==> src/rtl/video_hblur3_pkg.sv <==
// rtl/video_hblur3_pkg.sv - shared types and constants for the horizontal blur stage
// Holds the FSM state encoding, the video packet identifier and the RGB pixel layout.
package video_hblur3_pkg;

  typedef enum logic [1:0] {
    PASS,
    V_EMPTY,
    V_FULL,
    FLUSH
  } state_t;

  // Low nibble of a packet header word that marks a video packet.
  localparam logic [3:0] PKT_VIDEO = 4'h0;

  // Matches the {R,G,B} beat layout on the stream.
  typedef struct packed {
    logic [7:0] r;
    logic [7:0] g;
    logic [7:0] b;
  } rgb_t;

endpackage

==> src/rtl/hblur3_kernel.sv <==
// rtl/hblur3_kernel.sv - combinational 1-2-1 horizontal kernel over three RGB pixels
// Ports:
//   l_pix  in  left neighbour
//   c_pix  in  centre pixel
//   r_pix  in  right neighbour
//   y_pix  out (l + 2c + r + 2) >> 2 per channel
module hblur3_kernel
  import video_hblur3_pkg::*;
(
  input  rgb_t l_pix,
  input  rgb_t c_pix,
  input  rgb_t r_pix,
  output rgb_t y_pix
);

  // Worst case is 4*255+2 = 1022, which fits in 10 bits; after the shift the
  // result is at most 255, so no saturation is needed.
  function automatic logic [7:0] k121(input logic [7:0] a, input logic [7:0] c, input logic [7:0] b);
    logic [9:0] s;
    s = {2'b00, a} + {1'b0, c, 1'b0} + {2'b00, b} + 10'd2;
    return s[9:2];
  endfunction

  assign y_pix.r = k121(l_pix.r, c_pix.r, r_pix.r);
  assign y_pix.g = k121(l_pix.g, c_pix.g, r_pix.g);
  assign y_pix.b = k121(l_pix.b, c_pix.b, r_pix.b);

endmodule

==> src/rtl/video_hblur3.sv <==
// rtl/video_hblur3.sv - streaming 1x3 horizontal smoothing stage with packet passthrough
// Ports:
//   clk, reset_n                         clock, synchronous active-low reset
//   sink_data/valid/ready/sop/eop        upstream stream (24-bit {R,G,B})
//   source_data/valid/ready/sop/eop      downstream stream, registered
//   filt_en                              filter enable, sampled on each sop beat
module video_hblur3
  import video_hblur3_pkg::*;
#(
  parameter int IMAGE_W = 640
) (
  input  logic        clk,
  input  logic        reset_n,
  input  logic [23:0] sink_data,
  input  logic        sink_valid,
  output logic        sink_ready,
  input  logic        sink_sop,
  input  logic        sink_eop,
  output logic [23:0] source_data,
  output logic        source_valid,
  input  logic        source_ready,
  output logic        source_sop,
  output logic        source_eop,
  input  logic        filt_en
);

  localparam int XW = (IMAGE_W > 1) ? $clog2(IMAGE_W) : 1;
  localparam logic [XW-1:0] X_LAST = XW'(IMAGE_W - 1);

  state_t        state, state_nx;
  rgb_t          h_pix, p_pix;
  logic [XW-1:0] h_x;
  logic          h_eop;

  rgb_t          kern_l, kern_r, kern_y;
  logic          free, accept, is_video_sop;
  logic          or_load, or_sop_d, or_eop_d;
  logic [23:0]   or_data_d;
  logic          h_first, h_shift;

  assign free         = ~source_valid | source_ready;
  assign accept       = sink_valid & sink_ready;
  assign is_video_sop = sink_sop & (sink_data[3:0] == PKT_VIDEO) & filt_en;

  // A sop seen while a pixel is still held must wait until that pixel has
  // been emitted, so the header is refused in V_FULL.
  always_comb begin
    sink_ready = 1'b0;
    if (reset_n) begin
      case (state)
        PASS, V_EMPTY: sink_ready = free;
        V_FULL:        sink_ready = free & ~sink_sop;
        default:       sink_ready = 1'b0;
      endcase
    end
  end

  // Neighbours replicate the held pixel at line edges, at end of packet and
  // when a truncating sop is pending, so adjacent lines never mix.
  always_comb begin
    kern_l = (h_x == '0) ? h_pix : p_pix;
    kern_r = h_pix;
    if (state == V_FULL && !sink_sop && h_x != X_LAST) begin
      kern_r = rgb_t'(sink_data);
    end
  end

  hblur3_kernel u_kernel (
    .l_pix (kern_l),
    .c_pix (h_pix),
    .r_pix (kern_r),
    .y_pix (kern_y)
  );

  always_comb begin
    state_nx  = state;
    or_load   = 1'b0;
    or_data_d = sink_data;
    or_sop_d  = sink_sop;
    or_eop_d  = sink_eop;
    h_first   = 1'b0;
    h_shift   = 1'b0;
    case (state)
      PASS: begin
        if (accept) begin
          or_load = 1'b1;
          if (is_video_sop) state_nx = V_EMPTY;
        end
      end
      V_EMPTY: begin
        if (accept) begin
          if (sink_sop) begin
            // Empty video packet followed by a new header: treat like PASS.
            or_load  = 1'b1;
            state_nx = is_video_sop ? V_EMPTY : PASS;
          end else begin
            h_first  = 1'b1;
            state_nx = sink_eop ? FLUSH : V_FULL;
          end
        end
      end
      V_FULL: begin
        if (accept) begin
          or_load   = 1'b1;
          or_data_d = kern_y;
          or_sop_d  = 1'b0;
          or_eop_d  = 1'b0;
          h_shift   = 1'b1;
          if (sink_eop) state_nx = FLUSH;
        end else if (sink_valid && sink_sop && free) begin
          or_load   = 1'b1;
          or_data_d = kern_y;
          or_sop_d  = 1'b0;
          or_eop_d  = 1'b0;
          state_nx  = PASS;
        end
      end
      FLUSH: begin
        if (free) begin
          or_load   = 1'b1;
          or_data_d = kern_y;
          or_sop_d  = 1'b0;
          or_eop_d  = h_eop;
          state_nx  = PASS;
        end
      end
      default: state_nx = PASS;
    endcase
  end

  always_ff @(posedge clk) begin
    if (!reset_n) begin
      state        <= PASS;
      source_valid <= 1'b0;
      source_data  <= '0;
      source_sop   <= 1'b0;
      source_eop   <= 1'b0;
      h_pix        <= '0;
      p_pix        <= '0;
      h_x          <= '0;
      h_eop        <= 1'b0;
    end else begin
      state <= state_nx;
      if (or_load) begin
        source_valid <= 1'b1;
        source_data  <= or_data_d;
        source_sop   <= or_sop_d;
        source_eop   <= or_eop_d;
      end else if (source_ready) begin
        source_valid <= 1'b0;
      end
      if (h_first) begin
        h_pix <= rgb_t'(sink_data);
        h_x   <= '0;
        h_eop <= sink_eop;
      end else if (h_shift) begin
        p_pix <= h_pix;
        h_pix <= rgb_t'(sink_data);
        h_x   <= (h_x == X_LAST) ? '0 : h_x + XW'(1);
        h_eop <= sink_eop;
      end
    end
  end

endmodule
==> config.mk <==
export PLATFORM = sky130hd
export DESIGN_NAME = video_hblur3
export DESIGN_NICKNAME = d
export VERILOG_FILES = /design/src/rtl/video_hblur3_pkg.sv /design/src/rtl/hblur3_kernel.sv /design/src/rtl/video_hblur3.sv
export SDC_FILE = /design/constraint.sdc
export NUM_CORES = 1
export LEC_CHECK = 0
export ABC_CLOCK_PERIOD_IN_PS = 6200
export CAP_MARGIN = 20
export CORE_ASPECT_RATIO = 1.75
export CORE_UTILIZATION = 35
export DETAILED_ROUTE_END_ITERATION = 6
export GPL_TIMING_DRIVEN = 0
export PLACE_DENSITY_LB_ADDON = 0.3
export RECOVER_POWER = 50
export SLEW_MARGIN = 10
export SYNTH_ARGS = -nofsm -noshare
export SYNTH_HDL_FRONTEND = slang
export SYNTH_SLANG_ARGS = --single-unit
==> constraint.sdc <==
create_clock -name clk -period 6.2 [get_ports clk]
set_input_delay 1.24 -clock clk [delete_from_list [all_inputs] [get_ports clk]]
set_output_delay 1.24 -clock clk [all_outputs]
set_load 0.01 [all_outputs]
==> qor.csv, run 1 <==
metric,value,unit
outcome,completed,
p_leak,2.80,nW
synth-seq-area-share,0.309,
post_cts_resized,0,
fin_setup_tns,0,ns
fin_crit_sh,0.952,
cts_tree,done,
routed_wirelength,18900,um
gp_congestion,0.867,
grt_pass1_wl,29200,um
relSlewSlack,0.160,
clk_latency,0.35,ns
fin_skew,0.0106,ns
nFillCells,1678,
max_slew.worst_pin.slew,1.25,ns
setup_ws,0.296,ns
final_layout_size_suffix_gt1_frac,0.0313,
ys.flop_type,dfxtp_1,
drt_iter0_markers,390,
boundaryPins,59,
post-place-ws,-0.0325,ns
path_buf_inv,4,
finalHoldViolations,0,
synth_nets,837,
max_freq,169,MHz
hp-class,flip-flop to flip-flop,
final_antenna_net_count,0,
viasPerCell,5.57,
crit_type,input pin to flip-flop,
grt_max_degree,15,
initial_core_util,0.358,
remaining_drc_errors,0,
arrival,6.13,ns
grt_overflow,0,
hpwl,14000,um
finalSetupViolCount,0,
cts_hold_buffers,0,
nNetsFinal,905,
coreArea,16000,um2
cts_setup_buffers,0,
syn_area,5710,um2
routedWlPerCell,18.5,um
vdd_drop_max,0.000121,V
vias,5685,
setup.worst_path.start_class,input pin,
slowest_delay,0.60,ns
crit_fanout,10,
htreeDepth,3,
grt_setup_unrepaired,false,
cts_buffers,9,
root_buffer,clkbuf_16,
diodes,0,
async_flop_share,0,
cts_buffer_depth,2,
crit_family,buffers and inverters,
io_buffer_count,57,
syn-instance-count,759,
cp.required,6.42,ns
path_cells,clkdlybuf4s50_1 > or3b_4 > a31oi_4 > buf_1 > clkbuf_1 > a21oi_1 > fa_1 > inv_1 > ha_1 > a21o_1 > a21oi_1 > nor2b_1 > a311oi_4 > a2111oi_0 > or3_1,
ys_types,63,
clock_sinks,88,
gr-usage-all-layers,0.231,
critPathMostFrequentCell,a21oi_1,
cts.clk_slew.worst_paths,0.07,ns
crit_slowest_cell,clkbuf_1,
die_width,98.6,um
dr.pass1.iters,5,
drv_cap,0,
yosysWarnings,0,
crit_path_end_kind,flip-flop,
dieArea,16900,um2
synth_edf_count,0,
antenna_found_initial,0,
maxSlewViolCount,0,
p_per_area,188,nW/um2
period_needed,5.90,ns
row_count,61,
area_delta_synth_final,19.6,%
die_y,171,um
synth.avg_cell_area,7.52,um2
grt_pass1_vias,5458,
ys_seq_elements,88,
-- sequential cells by signal (all words and copies together), names as in the netlist --
| name | flops |
|---|---|
| source_sop | 1 |
| h_x | 10 |
| h_eop | 1 |
| source_data | 24 |
| h_pix | 24 |
| source_valid | 1 |
| source_eop | 1 |
| p_pix | 24 |
| state | 2 |
-- worst paths after layout --
path | startpoint | endpoint | slack, ns | depth (start not counted)
worst min register to register | p_pix[22] | p_pix[22] | 0.46 | 2
worst min-delay path | p_pix[22] | p_pix[22] | 0.46 | 2
worst max-delay path | sink_sop | source_data[6] | 0.30 | 15
worst max register to register | h_x[0] | source_data[6] | 1.33 | 15
-- layout make-up --
type / instances / area (um2) / area share
Multi-Input combinational cell: 558 / 3520 / 0.516
Sequential cell: 88 / 1760 / 0.258
Timing Repair Buffer: 57 / 571 / 0.0835
Inverter: 75 / 282 / 0.0412
Tap cell: 189 / 236 / 0.0346
Clock buffer: 11 / 233 / 0.0341
Buffer: 38 / 144 / 0.0211
Clock inverter: 5 / 81.3 / 0.0119
-- cell usage in the layout (no fill, tap or decap), drive strengths merged, types with 4 or more instances in the layout --
| master | netlist | routed |
|---|---|---|
| a31oi | 9 | 9 |
| clkbuf | 34 | 46 |
| nand3 | 14 | 14 |
| xnor2 | 7 | 7 |
| nand2b | 7 | 7 |
| or3 | 5 | 5 |
| o211ai | 4 | 4 |
| nor2 | 69 | 69 |
| a221oi | 8 | 8 |
| nor2b | 8 | 8 |
| a21oi | 116 | 116 |
| nand4 | 7 | 7 |
| ha | 29 | 29 |
| nand2 | 135 | 135 |
| mux2i | 14 | 14 |
| a311oi | 5 | 5 |
| dfxtp | 88 | 88 |
| o21ai | 15 | 15 |
| inv | 75 | 75 |
| xor2 | 9 | 9 |
| nor3 | 12 | 12 |
| fa | 18 | 18 |
| a2111oi | 5 | 5 |
| clkdlybuf4s50 | 0 | 29 |
| and3 | 9 | 9 |
| o21a | 4 | 4 |
| a211oi | 5 | 5 |
| dlygate4sd3 | 0 | 28 |
| a21o | 6 | 6 |
-- synthesized netlist by cell type (9+ instances only) --
cell type / number / area (um2)
xor2_1: 9 / 78.8
inv_1: 74 / 278
nand2_1: 135 / 507
dfxtp_1: 88 / 1760
o21ai_0: 13 / 65.1
a21oi_1: 116 / 581
fa_1: 18 / 360
ha_1: 29 / 363
nor3_1: 12 / 60.1
nand3_1: 14 / 70.1
mux2i_1: 13 / 130
clkbuf_1: 34 / 128
and3_1: 9 / 56.3
nor2_1: 69 / 259
-- power by group --
group	internal (mW)	switching [mW]
combinational	0.0474	0.0591
sequential	0.575	0.00666
clock	0.354	0.243
-- routing by layer --
| metal | share of wire | track usage |
|---|---|---|
| met5 | 0 | 0 |
| met4 | 0.054 | 0.132 |
| met3 | 0.055 | 0.0290 |
| met2 | 0.52 | 0.426 |
| met1 | 0.38 | 0.251 |
-- logic make-up after synthesis --
group | count (synthesis) | synth area share
and+or+nand+nor | 278 | 0.214
AOI/OAI and AO/OA | 201 | 0.222
buffers and inverters | 113 | 0.0745
DFF | 88 | 0.309
adders and majority gates | 47 | 0.127
xor gates and xnor gates | 16 | 0.0245
muxes | 16 | 0.0291
-- per-stage QoR --
step	cells	total power [mW]	instance area, um2	utilization	hold slack, ns
floorplan	759	0.636	5710	-	0.436
global placement	1005	0.704	6520	0.409	0.441
detailed placement	1005	0.704	6520	0.409	0.447
global route	1021	1.32	6830	0.428	0.478
finish	1021	1.29	6830	0.428	0.458
CTS	1021	1.29	6830	0.428	0.456
-- worst register-to-register path, stage by stage, from the launching register on --
cell and delay (ns):
dfxtp_1 0.35, ha_1 0.23, and3_1 0.25, a31oi_4 0.23, buf_1 0.54, clkbuf_1 0.61, a21oi_1 0.20, fa_1 0.51
inv_1 0.04, ha_1 0.34, a21o_1 0.20, a21oi_1 0.14, nor2b_1 0.09, a311oi_4 0.44, a2111oi_0 0.18, or3_1 0.38
(Power assumes the default switching activity.)
==> inputs of run 2 (changes only) <==
--- a/config.mk
+++ b/config.mk
@@ -8,7 +8,8 @@
 export ABC_CLOCK_PERIOD_IN_PS = 6200
 export CAP_MARGIN = 20
 export CORE_ASPECT_RATIO = 1.75
-export CORE_UTILIZATION = 35
+export CORE_UTILIZATION = 25
+export CTS_BUF_LIST = sky130_fd_sc_hd__clkbuf_16
 export DETAILED_ROUTE_END_ITERATION = 6
 export GPL_TIMING_DRIVEN = 0
 export PLACE_DENSITY_LB_ADDON = 0.3
==> run 2 against run 1 <==
  * Sequential power about the same
  * Global-route usage down 5.3 points
  * Die area up 39%
  * First-iteration DRC count down 19%
  * Clock skew down 0.0018 ns
  * Via count down 1.2%
  * Setup slack better by 0.10 ns
  * Sequential share of layout area down 0.40 points
  * Routed wire length up 4.8%
  * Critical endpoint unchanged
==> qor.csv, run 2 (synthesis results as in run 1) <==
metric,value,unit,change
initial_core_util,0.257,,-0.101
final_cell_mix,"135 x nand2_1, 116 x a21oi_1, 88 x dfxtp_1",,
fin_skew,0.00879,ns,-0.00180 ns
maxSlewViolCount,0,,unchanged
relSlewSlack,0.192,,+0.0313
comb_power_share,0.085,,+0.002
finalPower,1.25,mW,-2.9%
max_slew.worst_pin.slew,1.20,ns,-0.0465 ns
grtUsageMet1,0.184,,-0.0674
gp_congestion,0.856,,-1.2%
p_int,0.931,mW,-4.7%
power.clock.fraction,0.448,,-0.016
finalSetupViolCount,0,,unchanged
grt_pass1_vias,5650,,+3.5%
clock_sinks,88,,unchanged
root_buffer,clkbuf_16,,
crit_slowest_cell,clkbuf_1,,
grt_pass1_wl,30900,um,+5.8%
cts_setup_buffers,0,,unchanged
outcome,completed,,
swShare,0.253,,+0.0135
grt_max_degree,15,,unchanged
grtUsageMet2,0.324,,-0.102
post-place-ws,-0.0139,ns,+0.0186 ns
diodes,0,,unchanged
final_common_cell,nand2_1,,
post_cts_resized,0,,unchanged
viasPerCell,4.98,,-11%
boundaryPins,59,,unchanged
die_y,202,um,+18%
crit_path_end_kind,flip-flop,,
layout.cells.non_filler,1128,,+10%
routedWlPerCell,17.6,um,-5.1%
final_layout_size_suffix_gt1_frac,0.0313,,unchanged
final_antenna_net_count,0,,unchanged
cts_tree,done,,
setup_ws,0.396,ns,+0.0996 ns
max_freq,172,MHz,+1.7%
routed_wirelength,19800,um,+4.8%
remaining_drc_errors,0,,unchanged
critPathMostFrequentCell,a21oi_1,,
cp.required,6.45,ns,+0.03 ns
p_leak,2.79,nW,-0.48%
dpl.cell_count,1112,,+11%
power.net_switching,0.316,mW,+2.5%
r2r-start,h_x[0],,
clk_latency,0.36,ns,about the same
grt_overflow,0,,unchanged
hp-start,p_pix[20],,
drt_iter0_markers,315,,-19%
setup.worst_path.start_class,input pin,,
gr-usage-all-layers,0.178,,-0.0528
finalHoldViolations,0,,unchanged
use_met3,0.0219,,-0.00711
cts_buffers,9,,unchanged
row_count,72,,+18%
reg2regPathDepth,15,,unchanged
crit_fanout,10,,unchanged
die_width,116,um,+18%
grt_setup_unrepaired,false,,
htreeDepth,3,,unchanged
cts.clk_slew.worst_paths,0.07,ns,about the same
dieArea,23500,um2,+39%
power_frac_seq,0.466,,+0.013
coreArea,22300,um2,+39%
crit_type,input pin to flip-flop,,
vias,5614,,-1.2%
drv_cap,0,,unchanged
nNetsFinal,905,,unchanged
grt-busiest-layer,met2,,
hp-class,flip-flop to flip-flop,,
p_per_area,180,nW/um2,-4.4%
cts_buffer_depth,2,,unchanged
period_needed,5.80,ns,-0.0996 ns
reg2reg_slack,1.42,ns,+0.09 ns
dr.pass1.iters,5,,unchanged
io_buffer_count,57,,unchanged
crit_start,sink_sop,,
fin_crit_sh,0.936,,-0.0161
arrival,6.05,ns,-0.08 ns
hpwl,15500,um,+11%
antenna_found_initial,0,,unchanged
holdPathEnd,p_pix[20],,
whs_path_depth,2,,unchanged
path_buf_inv,4,,unchanged
crit_family,buffers and inverters,,
area_delta_synth_final,21.5,%,
slowest_delay,0.58,ns,-0.02 ns
vdd_drop_max,0.000149,V,+23%
reg_top3,"h_pix x24, p_pix x24, source_data x24",,
path_cells,clkdlybuf4s50_1 > or3b_4 > a31oi_4 > buf_1 > clkbuf_1 > a21oi_1 > fa_1 > inv_1 > ha_1 > a21o_1 > a21oi_1 > nor2b_1 > a311oi_4 > a2111oi_0 > or3_1,,
r2r_end,source_data[6],,
cts_hold_buffers,0,,unchanged
-- run 2: changes by cell type in the layout (fill, tap and decap cells not counted), sizes merged --
cell	before	now
clkbuf	46	44
clkinvlp	1	2
bufinv	2	1
clkinv	2	4
-- run 2: worst max-delay path by stage --
| stage | to | slack [ns] | depth (start not counted) |
|---|---|---|---|
| 5_1_grt | source_data[6] | 0.09 | 15 |
| 2_1_floorplan | source_data[6] | 1.44 | 14 |
| 3_5_place_dp | source_data[6] | -0.01 | 15 |
| 6_report | source_data[6] | 0.40 | 15 |
| 3_3_place_gp | source_data[6] | -0.01 | 15 |
| 4_1_cts | source_data[6] | 0.37 | 15 |
-- run 2: metrics by stage --
step                cell area [um2]  utilization  hold slack (ns)  setup TNS (ns)
floorplan                      5710            -            0.436               0
global placement               6650        0.299            0.442         -0.0127
detailed placement             6650        0.299            0.447         -0.0139
CTS                            6940        0.312            0.457               0
global route                   6940        0.312            0.467               0
finish                         6940        0.312            0.457               0
-- run 2: layout make-up --
type                       count  area, um2
fill                        2412      15300
multi-input combinational    558       3520
sequential                    88       1760
timing repair buffer          57        571
tap                          296        370
inverter                      75        282
clock buffer                   9        225
buffer                        38        144
clock inverter                 7       62.6
-- run 2: worst min-delay path, stage by stage, from the launching register on --
cell and delay, ns:
dfxtp_1 0.31, nand2_1 0.05, a21oi_1 0.05
-- run 2: power groups by stage --
| stage | clock network [mW] | logic, mW | registers, mW |
|---|---|---|---|
| 2_1_floorplan | 0 | 0.0385 | 0.598 |
| 3_3_place_gp | 0 | 0.111 | 0.595 |
| 6_report | 0.559 | 0.107 | 0.582 |
| 4_1_cts | 0.569 | 0.111 | 0.582 |
| 5_1_grt | 0.587 | 0.114 | 0.583 |
| 3_5_place_dp | 0 | 0.111 | 0.595 |
-- run 2: per-layer routing --
layer / share of wire / vias to the layer above
li1: - / 2738
met1: 0.37 / 2670
met2: 0.53 / 155
met3: 0.040 / 51
met4: 0.058 / 0
met5: 0 / -
